### config.mk
export PLATFORM = sky130hd
export DESIGN_NAME = parity_req_arbiter_flat
export DESIGN_NICKNAME = d
export VERILOG_FILES = /design/src/rtl/parity_req_arbiter_if.sv /design/src/rtl/parity_req_arbiter.sv /design/src/flat_wrapper.sv
export SDC_FILE = /design/constraint.sdc
export NUM_CORES = 1
export LEC_CHECK = 0
export ABC_AREA = 1
export BUFFER_PORTS_ARGS = -buffer_cell sky130_fd_sc_hd__buf_2
export CAP_MARGIN = 0
export CORE_ASPECT_RATIO = 1.1
export CORE_MARGIN = 3
export CORE_UTILIZATION = 35
export CTS_CLUSTER_DIAMETER = 30
export DETAILED_ROUTE_END_ITERATION = 16
export SKIP_CTS_REPAIR_TIMING = 1
export SLEW_MARGIN = 15
export SYNTH_ARGS = -nofsm -noshare
export SYNTH_HDL_FRONTEND = slang
export SYNTH_SLANG_ARGS = --single-unit
### constraint.sdc
create_clock -name clk -period 2.3 [get_ports clk]
set_clock_uncertainty 0.1 [all_clocks]
set_input_delay 0.345 -clock clk [delete_from_list [all_inputs] [get_ports clk]]
set_output_delay 0.345 -clock clk [all_outputs]
set_load 0.01 [all_outputs]
### src/rtl/parity_req_arbiter_if.sv
// Request/result bundle shared between the requesters, the result consumer and
// the parity arbiter. The arbiter uses the slave view; the traffic source uses master.
interface parity_req_arbiter_if #(
  parameter int WIDTH = 8,
  parameter int NREQ  = 4
);
  localparam int IDW = (NREQ > 1) ? $clog2(NREQ) : 1;

  logic [NREQ-1:0]       req_valid;
  logic [NREQ*WIDTH-1:0] req_data;
  logic [NREQ-1:0]       req_ready;
  logic                  res_valid;
  logic                  res_ready;
  logic                  res_parity;
  logic [IDW-1:0]        res_id;
  logic [WIDTH-1:0]      res_data;

  modport master (
    output req_valid, req_data, res_ready,
    input  req_ready, res_valid, res_parity, res_id, res_data
  );

  modport slave (
    input  req_valid, req_data, res_ready,
    output req_ready, res_valid, res_parity, res_id, res_data
  );
endinterface

### src/rtl/parity_req_arbiter.sv
// Round-robin arbiter feeding one bit-serial parity engine shared by NREQ requesters.
//
// state | meaning
// IDLE  | waiting for a request; one-hot req_ready at the round-robin winner
// CALC  | folding the captured word into the XOR accumulator, LSB first
// RESP  | result held on the output port until res_ready
module parity_req_arbiter #(
  parameter int WIDTH = 8,
  parameter int NREQ  = 4,
  parameter bit ODD   = 1'b0
) (
  input logic              clk,
  input logic              reset_n,
  parity_req_arbiter_if.slave bus
);
  localparam int IDW = (NREQ > 1) ? $clog2(NREQ) : 1;
  localparam int CW  = (WIDTH > 1) ? $clog2(WIDTH) : 1;

  typedef enum logic [1:0] {IDLE, CALC, RESP} state_t;

  state_t           state_q;
  logic [IDW-1:0]   ptr_q;
  logic [CW-1:0]    cnt_q;
  logic             acc_q;
  logic [WIDTH-1:0] shreg_q;
  logic             res_valid_q;
  logic             res_parity_q;
  logic [IDW-1:0]   res_id_q;
  logic [WIDTH-1:0] res_data_q;

  logic             win_found;
  logic [IDW-1:0]   win_idx;
  logic [IDW-1:0]   ptr_d;
  logic [WIDTH-1:0] win_data;
  logic [NREQ-1:0]  grant;
  logic             acc_d;

  // Search from ptr upward (wrapping) for the first valid requester.
  always_comb begin
    logic [IDW:0] sum;
    win_found = 1'b0;
    win_idx   = '0;
    sum       = '0;
    for (int k = 0; k < NREQ; k++) begin
      sum = {1'b0, ptr_q} + (IDW+1)'(k);
      if (sum >= (IDW+1)'(NREQ)) sum = sum - (IDW+1)'(NREQ);
      if (!win_found && bus.req_valid[sum[IDW-1:0]]) begin
        win_found = 1'b1;
        win_idx   = sum[IDW-1:0];
      end
    end
  end

  // Winner's data word, next pointer and the one-hot grant (never during reset).
  always_comb begin
    logic [IDW:0] nxt;
    win_data = '0;
    for (int i = 0; i < NREQ; i++) begin
      if (win_idx == IDW'(i)) win_data = bus.req_data[i*WIDTH +: WIDTH];
    end
    nxt = {1'b0, win_idx} + (IDW+1)'(1);
    if (nxt >= (IDW+1)'(NREQ)) nxt = '0;
    ptr_d = nxt[IDW-1:0];
    grant = '0;
    if (reset_n && state_q == IDLE && win_found) grant[win_idx] = 1'b1;
    acc_d = acc_q ^ shreg_q[0];
  end

  assign bus.req_ready  = grant;
  assign bus.res_valid  = res_valid_q;
  assign bus.res_parity = res_parity_q;
  assign bus.res_id     = res_id_q;
  assign bus.res_data   = res_data_q;

  // Sequencer: accept, serial fold, then hold the result until it is taken.
  always_ff @(posedge clk or negedge reset_n) begin
    if (!reset_n) begin
      state_q      <= IDLE;
      ptr_q        <= '0;
      cnt_q        <= '0;
      acc_q        <= 1'b0;
      shreg_q      <= '0;
      res_valid_q  <= 1'b0;
      res_parity_q <= 1'b0;
      res_id_q     <= '0;
      res_data_q   <= '0;
    end else begin
      case (state_q)
        IDLE: begin
          if (win_found) begin
            shreg_q    <= win_data;
            res_data_q <= win_data;
            res_id_q   <= win_idx;
            acc_q      <= ODD;
            cnt_q      <= '0;
            ptr_q      <= ptr_d;
            state_q    <= CALC;
          end
        end
        CALC: begin
          acc_q   <= acc_d;
          shreg_q <= shreg_q >> 1;
          cnt_q   <= cnt_q + CW'(1);
          if (cnt_q == CW'(WIDTH - 1)) begin
            res_parity_q <= acc_d;
            res_valid_q  <= 1'b1;
            state_q      <= RESP;
          end
        end
        RESP: begin
          if (bus.res_ready) begin
            res_valid_q <= 1'b0;
            state_q     <= IDLE;
          end
        end
        default: state_q <= IDLE;
      endcase
    end
  end
endmodule

### src/flat_wrapper.sv
// flat-port wrapper written by rule: the top's interface ports become plain ports
module parity_req_arbiter_flat 
#(
  parameter int WIDTH = 8,
  parameter int NREQ  = 4,
  parameter bit ODD   = 1'b0
)
  (clk, reset_n, bus_req_valid, bus_req_data, bus_res_ready, bus_req_ready, bus_res_valid, bus_res_parity, bus_res_id, bus_res_data);
  parity_req_arbiter_if #(.WIDTH(WIDTH), .NREQ(NREQ)) bus_i ();
  input logic clk;
  input logic reset_n;
  input wire logic [$bits(bus_i.req_valid)-1:0] bus_req_valid;
  input wire logic [$bits(bus_i.req_data)-1:0] bus_req_data;
  input wire logic [$bits(bus_i.res_ready)-1:0] bus_res_ready;
  output wire logic [$bits(bus_i.req_ready)-1:0] bus_req_ready;
  output wire logic [$bits(bus_i.res_valid)-1:0] bus_res_valid;
  output wire logic [$bits(bus_i.res_parity)-1:0] bus_res_parity;
  output wire logic [$bits(bus_i.res_id)-1:0] bus_res_id;
  output wire logic [$bits(bus_i.res_data)-1:0] bus_res_data;
  assign bus_i.req_valid = bus_req_valid;
  assign bus_i.req_data = bus_req_data;
  assign bus_i.res_ready = bus_res_ready;
  assign bus_req_ready = bus_i.req_ready;
  assign bus_res_valid = bus_i.res_valid;
  assign bus_res_parity = bus_i.res_parity;
  assign bus_res_id = bus_i.res_id;
  assign bus_res_data = bus_i.res_data;
  parity_req_arbiter #(.WIDTH(WIDTH), .NREQ(NREQ), .ODD(ODD)) u_core (.clk(clk), .reset_n(reset_n), .bus(bus_i));
endmodule
# Yosys cells after proc, flatten, opt, wreduce, memory -nomap -nowiden
# Cells that the tools add are included.
# totals
ff_bits	28
elab_cells	98
# op_classes
n_addsub	9
magnitude_cmp	11
eq_ne	9
n_mux	41
bitwise_logic	1
n_reduce_logical	18
# ops
operator	n
$mux W8	5
$mux W2	12
$pmux W8 S2	1
$lt A2 B3 Y1 const B	5
$ge A3 B3 Y1 const B	4
$mux W1	12
$bmux W1 S2	4
$sub A2 B1 Y2 const B	4
$add A2 B1 Y3 const B	2
$add A2 B2 Y3 const B	2
$eq A2 B2 Y1 const B	3
$logic_and A1 B1 Y1	6
$pmux W2 S3	1
$pmux W3 S2	1
$reduce_and A2 Y1	3
$reduce_and A3 Y1	2
$eq A2 B1 Y1 const B	2
$logic_not A2 Y1	2
$mux W4	1
$ne A2 B1 Y1 const B	2
$pmux W1 S2	2
$reduce_bool A2 Y1	2
$add A3 B1 Y3 const B	1
$eq A3 B3 Y1 const B	1
other kinds (7)	9

# Depth between registers and ports, before layout
# Gate-level depths: netlist of the first run.
# logic_depth
word_depth	21
ltp_mapped	18
depth_no_buf	18

# Least setup slack after synthesis of the first run
# Ideal clock, no wire load.
# synth_timing
kind	reg2reg
from	register u_core.ptr_q[0]
to	register u_core.shreg_q[2]
arrival_time_ps	2379
required_ps	2131
setup_slack_ps	-248
path_stages_with_launch	19
synth_period_minus_slack_ps	2548
cell_sequence	dfrtp_1 > buf_6 > nand2_1 > nand2_2 > nand2_2 > nand2_2 > nor2_4 > nand3_2 > nand3_1 > inv_1 > ha_1 > buf_2 > nor2_1 > nand2_1 > nand2_1 > o21ai_0 > o21ai_0 > nand2_2 > nand3_1
# synth_via
elab_chain_len	21
# synth_lines
item	line	source
from (decl)	parity_req_arbiter.sv:22	logic [IDW-1:0] ptr_q;
from (signal assigned)	parity_req_arbiter.sv:96	ptr_q <= ptr_d;
parallel branches: the longest is 13 deep, another holds $add A2 B1 Y3	-	
$mux W2 *	parity_req_arbiter.sv:47	if (!win_found && bus.req_valid[sum[IDW-1:0]]) begin
net u_core.win_idx[0]	parity_req_arbiter.sv:32	logic [IDW-1:0] win_idx;
$logic_not A2 Y1	parity_req_arbiter.sv:59	if (win_idx == IDW'(i)) win_data = bus.req_data[i*WIDTH +: WIDTH];
$mux W8 (3 in series)	parity_req_arbiter.sv:59	
$mux W8 *	parity_req_arbiter.sv:59	
$mux W8 *	parity_req_arbiter.sv:90	if (win_found) begin
$pmux W8 S2 *	parity_req_arbiter.sv:88	case (state_q)
to (signal assigned)	parity_req_arbiter.sv:91	shreg_q <= win_data;
to (signal assigned)	parity_req_arbiter.sv:102	shreg_q <= shreg_q >> 1;
to (decl)	parity_req_arbiter.sv:25	logic [WIDTH-1:0] shreg_q;
# Mark *: on every way through the listed nets, which the timed path passes. The select of a mux whose other input is x is not followed.
# A chain may end at the register's enable or synchronous reset.

# Worst setup path after layout of the first run
# layout_timing
from	register u_core.ptr_q[0]
to	output port bus_req_ready[3]
# layout_via
elab_chain_len	19
# layout_lines
item	line	source
parallel branches: the longest is 13 deep, another holds $add A2 B1 Y3	-	
$mux W2 *	parity_req_arbiter.sv:47	
net u_core.win_idx[1]	parity_req_arbiter.sv:32	
$lt A2 B3 Y1 (implied by the code) or $ge A2 B1 Y1 (tied branches)	parity_req_arbiter.sv:65	if (reset_n && state_q == IDLE && win_found) grant[win_idx] = 1'b1;
$logic_and A1 B1 Y1 (implied by the code)	parity_req_arbiter.sv:65	
$mux W1 (implied by the code)	parity_req_arbiter.sv:65	
$demux W1 S2 *	-	
$mux W4 *	parity_req_arbiter.sv:65	
to (decl)	flat_wrapper.sv:15	output wire logic [$bits(bus_i.req_ready)-1:0] bus_req_ready;
# Marked as above.

==> results of run 1 <==
## layout by cell type, fill, tap and decap left out, types with 3 or more instances in the layout
master,netlist,layout
nand2_1,92,82
buf_2,1,54
dfrtp_1,28,26
nand3_1,30,25
buf_4,2,23
nand2_2,11,11
nand2_4,1,11
o21ai_1,1,11
o21ai_0,21,11
inv_1,15,9
a21oi_1,9,9
nor2_1,8,7
inv_2,2,5
nand3_2,1,5
ha_4,0,4
inv_4,1,3
clkbuf_8,0,3
## layout make-up
cell class	count	area (sq um)	area share, %
flip-flops and latches	28	703	28.3
inverters	18	80.1	3.23
well taps	56	70.1	2.82
multi-input cells	185	1060	42.6
clock buffers	3	41.3	1.66
repair buffers	82	531	21.4
## worst reg2reg max path, stage by stage (launching register included)
cell	delay (ns)
dfrtp_2	0.46
buf_12	0.16
nand2_2	0.07
nand3_1	0.09
nand2_1	0.10
nand3_1	0.13
nand2_1	0.10
nand2_2	0.07
nand3_4	0.12
inv_2	0.07
ha_4	0.17
buf_6	0.12
buf_12	0.12
a21oi_1	0.11
nand2_1	0.07
o21ai_0	0.08
o21ai_1	0.10
nand2_2	0.09
nand3_1	0.08
## cell families (layout without fill, tap and decap cells)
logic type	Yosys count	after routing	synth area share [%]
xor gates and xnor gates	1	1	0.509
AOI/OAI and AO/OA	32	32	9.53
buffers and inverters	27	103	7.42
and+or+nand+nor	145	145	36.8
adders and majority gates	6	6	4.36
muxes	1	1	0.654
DFF	28	28	40.7
## routing by layer
| metal | share of wire, % | global-route usage [%] | vias up |
|---|---|---|---|
| met3 | 5.0 | 3.27 | 4 |
| met5 | 0 | 0 | - |
| met1 | 45 | 19.2 | 798 |
| met4 | 0.75 | 1.11 | 0 |
| li1 | - | - | 921 |
| met2 | 50 | 23.7 | 46 |
## flip-flops by register name (all words and copies together) (netlist names)
name                   count
u_core.bus.res_data        8
u_core.shreg_q             8
u_core.cnt_q               3
u_core.bus.res_id          2
u_core.ptr_q               2
u_core.state_q             2
u_core.acc_q               1
u_core.bus.res_parity      1
u_core.bus.res_valid       1
## worst paths after layout
check | end | slack [ns]
worst max-delay path | bus_req_ready[3] | -0.31
worst min-delay path | u_core.bus.res_data[0]$_DFFE_PN0P_ | 0.008
worst max register to register | u_core.shreg_q[3]$_DFFE_PN0P_ | -0.23
worst min register to register | u_core.bus.res_valid$_DFFE_PN0P_ | 0.38
max in group asynchronous | u_core.ptr_q[0]$_DFFE_PN0P_ | 1.82
min in group clk | u_core.state_q[1]$_DFFE_PN0P_ | 0.18
## metrics by stage
step | cells | setup slack (ns) | setup TNS [ns] | util (%)
2_1_floorplan | 240 | -0.0209 | -0.0419 | -
5_1_grt | 372 | -0.456 | -7.04 | 53.0
3_5_place_dp | 362 | -0.232 | -2.47 | 46.7
4_1_cts | 365 | -0.455 | -3.94 | 47.5
3_3_place_gp | 362 | -0.188 | -1.95 | 46.7
6_report | 372 | -0.313 | -3.80 | 53.0
## report_power, final
part | switching [mW] | internal [mW] | total [mW] | leakage (nW)
Combinational | 2.02 | 1.68 | 3.71 | 0.988
Clock | 0.136 | 0.117 | 0.253 | 0.0216
Sequential | 0.137 | 0.732 | 0.870 | 0.346
==> results_dict.tcl, run 1 <==
set metrics [dict create \
    syn_nets 285 \
    grt_pass1_wl_um 6670 \
    hp-class "in2async" \
    ys_types 23 \
    rows 26 \
    placed_area_sq_mm 0.00219 \
    antennaDiodeCount 0 \
    leakage_nw 1.36 \
    gp_congestion 0.774 \
    critPathMaxStageDelay_ns 0.46 \
    r2r_cells 18 \
    synth_largest_area_cell "dfrtp_1" \
    synth_edf_count 0 \
    dr.pass1.iters 4 \
    drc_errors 0 \
    die_y_um 79.5 \
    ys_seq_elements 28 \
    place_hpwl_um 3150 \
    synth_commonest_cells "nand2_1 (92), nand3_1 (30), dfrtp_1 (28)" \
    wirelength_um 4410 \
    syn_inst 240 \
    fmax_ghz 0.383 \
    rsz0062_at_grt "yes" \
    vias 1769 \
    drv_cap 0 \
    fp.dieArea_sq_mm 0.00579 \
    ctsRootBufferMaster "clkbuf_8" \
    violations "negative setup slack" \
    cp.buffers_inverters 5 \
    synth-async-reset-ratio_pct 100 \
    via_per_inst 4.76 \
    fin_crit_sh_pct 114 \
    holdWs_ns 0.00820 \
    synth.top_cells.by_area "dfrtp_1 (41%), nand2_1 (20%), nand3_1 (8.7%)" \
    grt_max_degree 29 \
    areaGrowthSynthToFinish_pct 44.3 \
    wl_per_cell_um 11.8 \
    tightest_slew_ns 0.728 \
    drtAntennaViolNets 0 \
    crit_chain "buf_12 -> nand2_4 -> nand2_4 -> nand2_4 -> nand2_4 -> nor2_4 -> nand4_1 -> nand2_4 -> inv_4 -> buf_6 -> ha_4 -> inv_2 -> nor2_1 -> buf_2" \
    total_power_mw 4.83 \
    setup_viol 20 \
    fin_nets 363 \
    layout-drive-gt1-share_pct 41.5 \
    syn-cell-area_sq_mm 0.00172 \
    maxSlewHeadroom_pct 51.3 \
    crit_path_frequent_cell "nand2_4" \
    htree_levels 1 \
    grt_overflow 0 \
    cp_slowest_cell "dfrtp_2" \
    dr.first_iter.drc_count 75 \
    syn_avg_cell_area_sq_um 7.17 \
    status "finished with violations" \
    clk_pin_slew_ns 0.09 \
    cts_buffers 3 \
    period_needed_ns 2.61 \
    maxSlewViolCount 0 \
    antenna_found_initial 0 \
    path_max_fanout 5 \
    power_density_mw_per_mm2 1950 \
    critPathLaunch "u_core.ptr_q[0]$_DFFE_PN0P_" \
    yosysTopAreaCellShare_pct 40.7 \
    synth_flop_cell "dfrtp_1" \
    cp_top_family "simple AND/OR/NAND/NOR gates" \
    track_usage_pct 14.1 \
    ios 55 \
    yosysWarnings 0 \
    peakVddDrop_mv 0.836 \
    hold_viol_final 0 \
    insertion_delay_ns 0.26 \
    rr_startpoint "u_core.ptr_q[0]$_DFFE_PN0P_" \
    start_util_pct 36.7 \
    core_sq_mm 0.00468 \
    critical_path_class "reg2out" \
    worst-path-stages 14 \
    cp-start-kind "register" \
    cp-end-kind "primary output" \
    cts_sinks 28 \
    final_area_sq_mm 0.00248 \
    clock_path_buffers 2 \
    die_w_um 72.8 \
    yosysMostFrequentCell "nand2_1" \
    required_ns 1.86 \
    cts_tree "yes" \
    num-fill-cells 465 \
    crit_arrival_ns 2.17 \
    synth-seq-area-share_pct 40.7 \
    finalWorstSetupSlack_ns -0.313 \
    portBuffers 54 \
    grt_pass1_vias 1565 \
]
Power figures use the tool's default switching activity.
==> run 2: changes to the inputs <==
--- a/config.mk
+++ b/config.mk
@@ -11,10 +11,11 @@
 export CORE_ASPECT_RATIO = 1.1
 export CORE_MARGIN = 3
 export CORE_UTILIZATION = 35
-export CTS_CLUSTER_DIAMETER = 30
+export CTS_CLUSTER_DIAMETER = 150
 export DETAILED_ROUTE_END_ITERATION = 16
 export SKIP_CTS_REPAIR_TIMING = 1
 export SLEW_MARGIN = 15
 export SYNTH_ARGS = -nofsm -noshare
 export SYNTH_HDL_FRONTEND = slang
 export SYNTH_SLANG_ARGS = --single-unit
+export TNS_END_PERCENT = 5
==> results_dict.tcl, run 2 (synthesis results as in run 1) <==
set metrics [dict create \
    critical_path_class "reg2out" \
    final_area_sq_mm 0.00257 \
    track_usage_pct 15.2 \
    grt_pass1_wl_um 7300 \
    gp_congestion 0.839 \
    drc_errors 0 \
    final_common_cell "nand2_1" \
    violations "negative setup slack" \
    path_max_fanout 5 \
    timing.setup.tns_ns -4.48 \
    worst-path-stages 14 \
    required_ns 1.86 \
    via_per_inst 4.79 \
    setup_viol 20 \
    grt_max_degree 29 \
    cts_sinks 28 \
    dr.pass1.iters 4 \
    htree_levels 1 \
    place_ws_ns -0.230 \
    fin_crit_sh_pct 115 \
    insertion_delay_ns 0.27 \
    fmax_ghz 0.377 \
    finalWorstSetupSlack_ns -0.350 \
    drtAntennaViolNets 0 \
    portBuffers 54 \
    antennaDiodeCount 0 \
    reg2reg_to "u_core.shreg_q[1]$_DFFE_PN0P_" \
    cp_top_family "simple AND/OR/NAND/NOR gates" \
    rows 26 \
    hold_viol_final 0 \
    crit_arrival_ns 2.20 \
    clock_path_buffers 2 \
    ctsRootBufferMaster "clkbuf_8" \
    antenna_found_initial 0 \
    cp-start-kind "register" \
    fin_nets 368 \
    cts_tree "yes" \
    core_sq_mm 0.00468 \
    layout_common_cells "nand2_1 (81), buf_2 (54), buf_4 (29), dfrtp_1 (26), nand3_1 (22)" \
    wirelength_um 4730 \
    period_needed_ns 2.65 \
    critPathLaunch "u_core.ptr_q[0]$_DFFE_PN0P_" \
    grt_overflow 0 \
    cp.buffers_inverters 5 \
    r2r_cells 18 \
    crit_chain "clkbuf_16 -> nand2_2 -> nand3_1 -> nand2_2 -> nand3_2 -> nand2_1 -> nand2_2 -> nand3_4 -> buf_4 -> ha_4 -> inv_2 -> buf_4 -> nor2_2 -> buf_2" \
    holdWs_ns 0.00459 \
    die_w_um 72.8 \
    areaGrowthSynthToFinish_pct 49.7 \
    maxSlewViolCount 0 \
    die_y_um 79.5 \
    maxSlewHeadroom_pct 51.2 \
    drv_cap 0 \
    dr.first_iter.drc_count 45 \
    critPathMaxStageDelay_ns 0.47 \
    grt_pass1_vias 1672 \
    crit_path_end "bus_req_ready[0]" \
    start_util_pct 36.7 \
    r2r_slack_ns -0.28 \
    cp-end-kind "primary output" \
    tightest_slew_ns 0.730 \
    cts_buffers 3 \
    hp-class "in2async" \
    vias 1811 \
    clk_pin_slew_ns 0.09 \
    rr_startpoint "u_core.ptr_q[0]$_DFFE_PN0P_" \
    status "finished with violations" \
    ios 55 \
    fp.dieArea_sq_mm 0.00579 \
    cp_slowest_cell "dfrtp_2" \
    rsz0062_at_grt "yes" \
    placed_area_sq_mm 0.00222 \
    place_hpwl_um 3320 \
    crit_path_frequent_cell "nand2_2" \
    layout-drive-gt1-share_pct 46.0 \
    wl_per_cell_um 12.5 \
]
run 2: worst min-delay path by stage:
stage | from | endpoint | slack (ns) | depth (start not counted)
finish | reset_n | u_core.bus.res_data[6]$_DFFE_PN0P_ | 0.005 | 2
global route | reset_n | u_core.bus.res_data[6]$_DFFE_PN0P_ | 0.02 | 2
CTS | reset_n | u_core.bus.res_data[6]$_DFFE_PN0P_ | 0.01 | 2
detailed placement | reset_n | u_core.bus.res_data[5]$_DFFE_PN0P_ | 0.31 | 2
global placement | reset_n | u_core.bus.res_data[5]$_DFFE_PN0P_ | 0.31 | 2
floorplan | reset_n | u_core.acc_q$_DFFE_PN0P_ | -0.05 | 0
run 2: worst register-to-register path, delay by kind of cell (launching register included):
family / cells / cell delay (ns)
AND/OR/NAND/NOR: 10 / 0.92
buffers and inverters: 4 / 0.51
flip-flops: 1 / 0.47
AO/OA/AOI/OAI: 3 / 0.30
adder cells (fa/ha/maj): 1 / 0.16
run 2: area by class of cell:
class                   instances  area, sq um
fillers                       467         2110
clock buffers                   4         55.1
inverters                      18         82.6
multi-input cells             185         1110
well taps                      56         70.1
flip-flops and latches         28          703
repair buffers                 87          556
run 2: per-stage QoR:
step	std cells	utilization (%)
floorplan	240	-
CTS	370	48.5
finish	378	55.0
global placement	366	47.3
global route	378	55.0
detailed placement	366	47.3
run 2: routing by layer:
| layer | vias up | track usage, % | part of all wire [%] | wire [um] |
|---|---|---|---|---|
| li1 | 933 | - | - | - |
| met1 | 829 | 20.0 | 44 | 2070 |
| met2 | 43 | 26.6 | 51 | 2390 |
| met3 | 6 | 3.27 | 4.9 | 231 |
| met4 | 0 | 1.11 | 0.93 | 44 |
| met5 | - | 0 | 0 | 0 |
Power of run 2 is not shown: default switching activity piles up to over one toggle a cycle in this logic, so the estimate is an artifact.
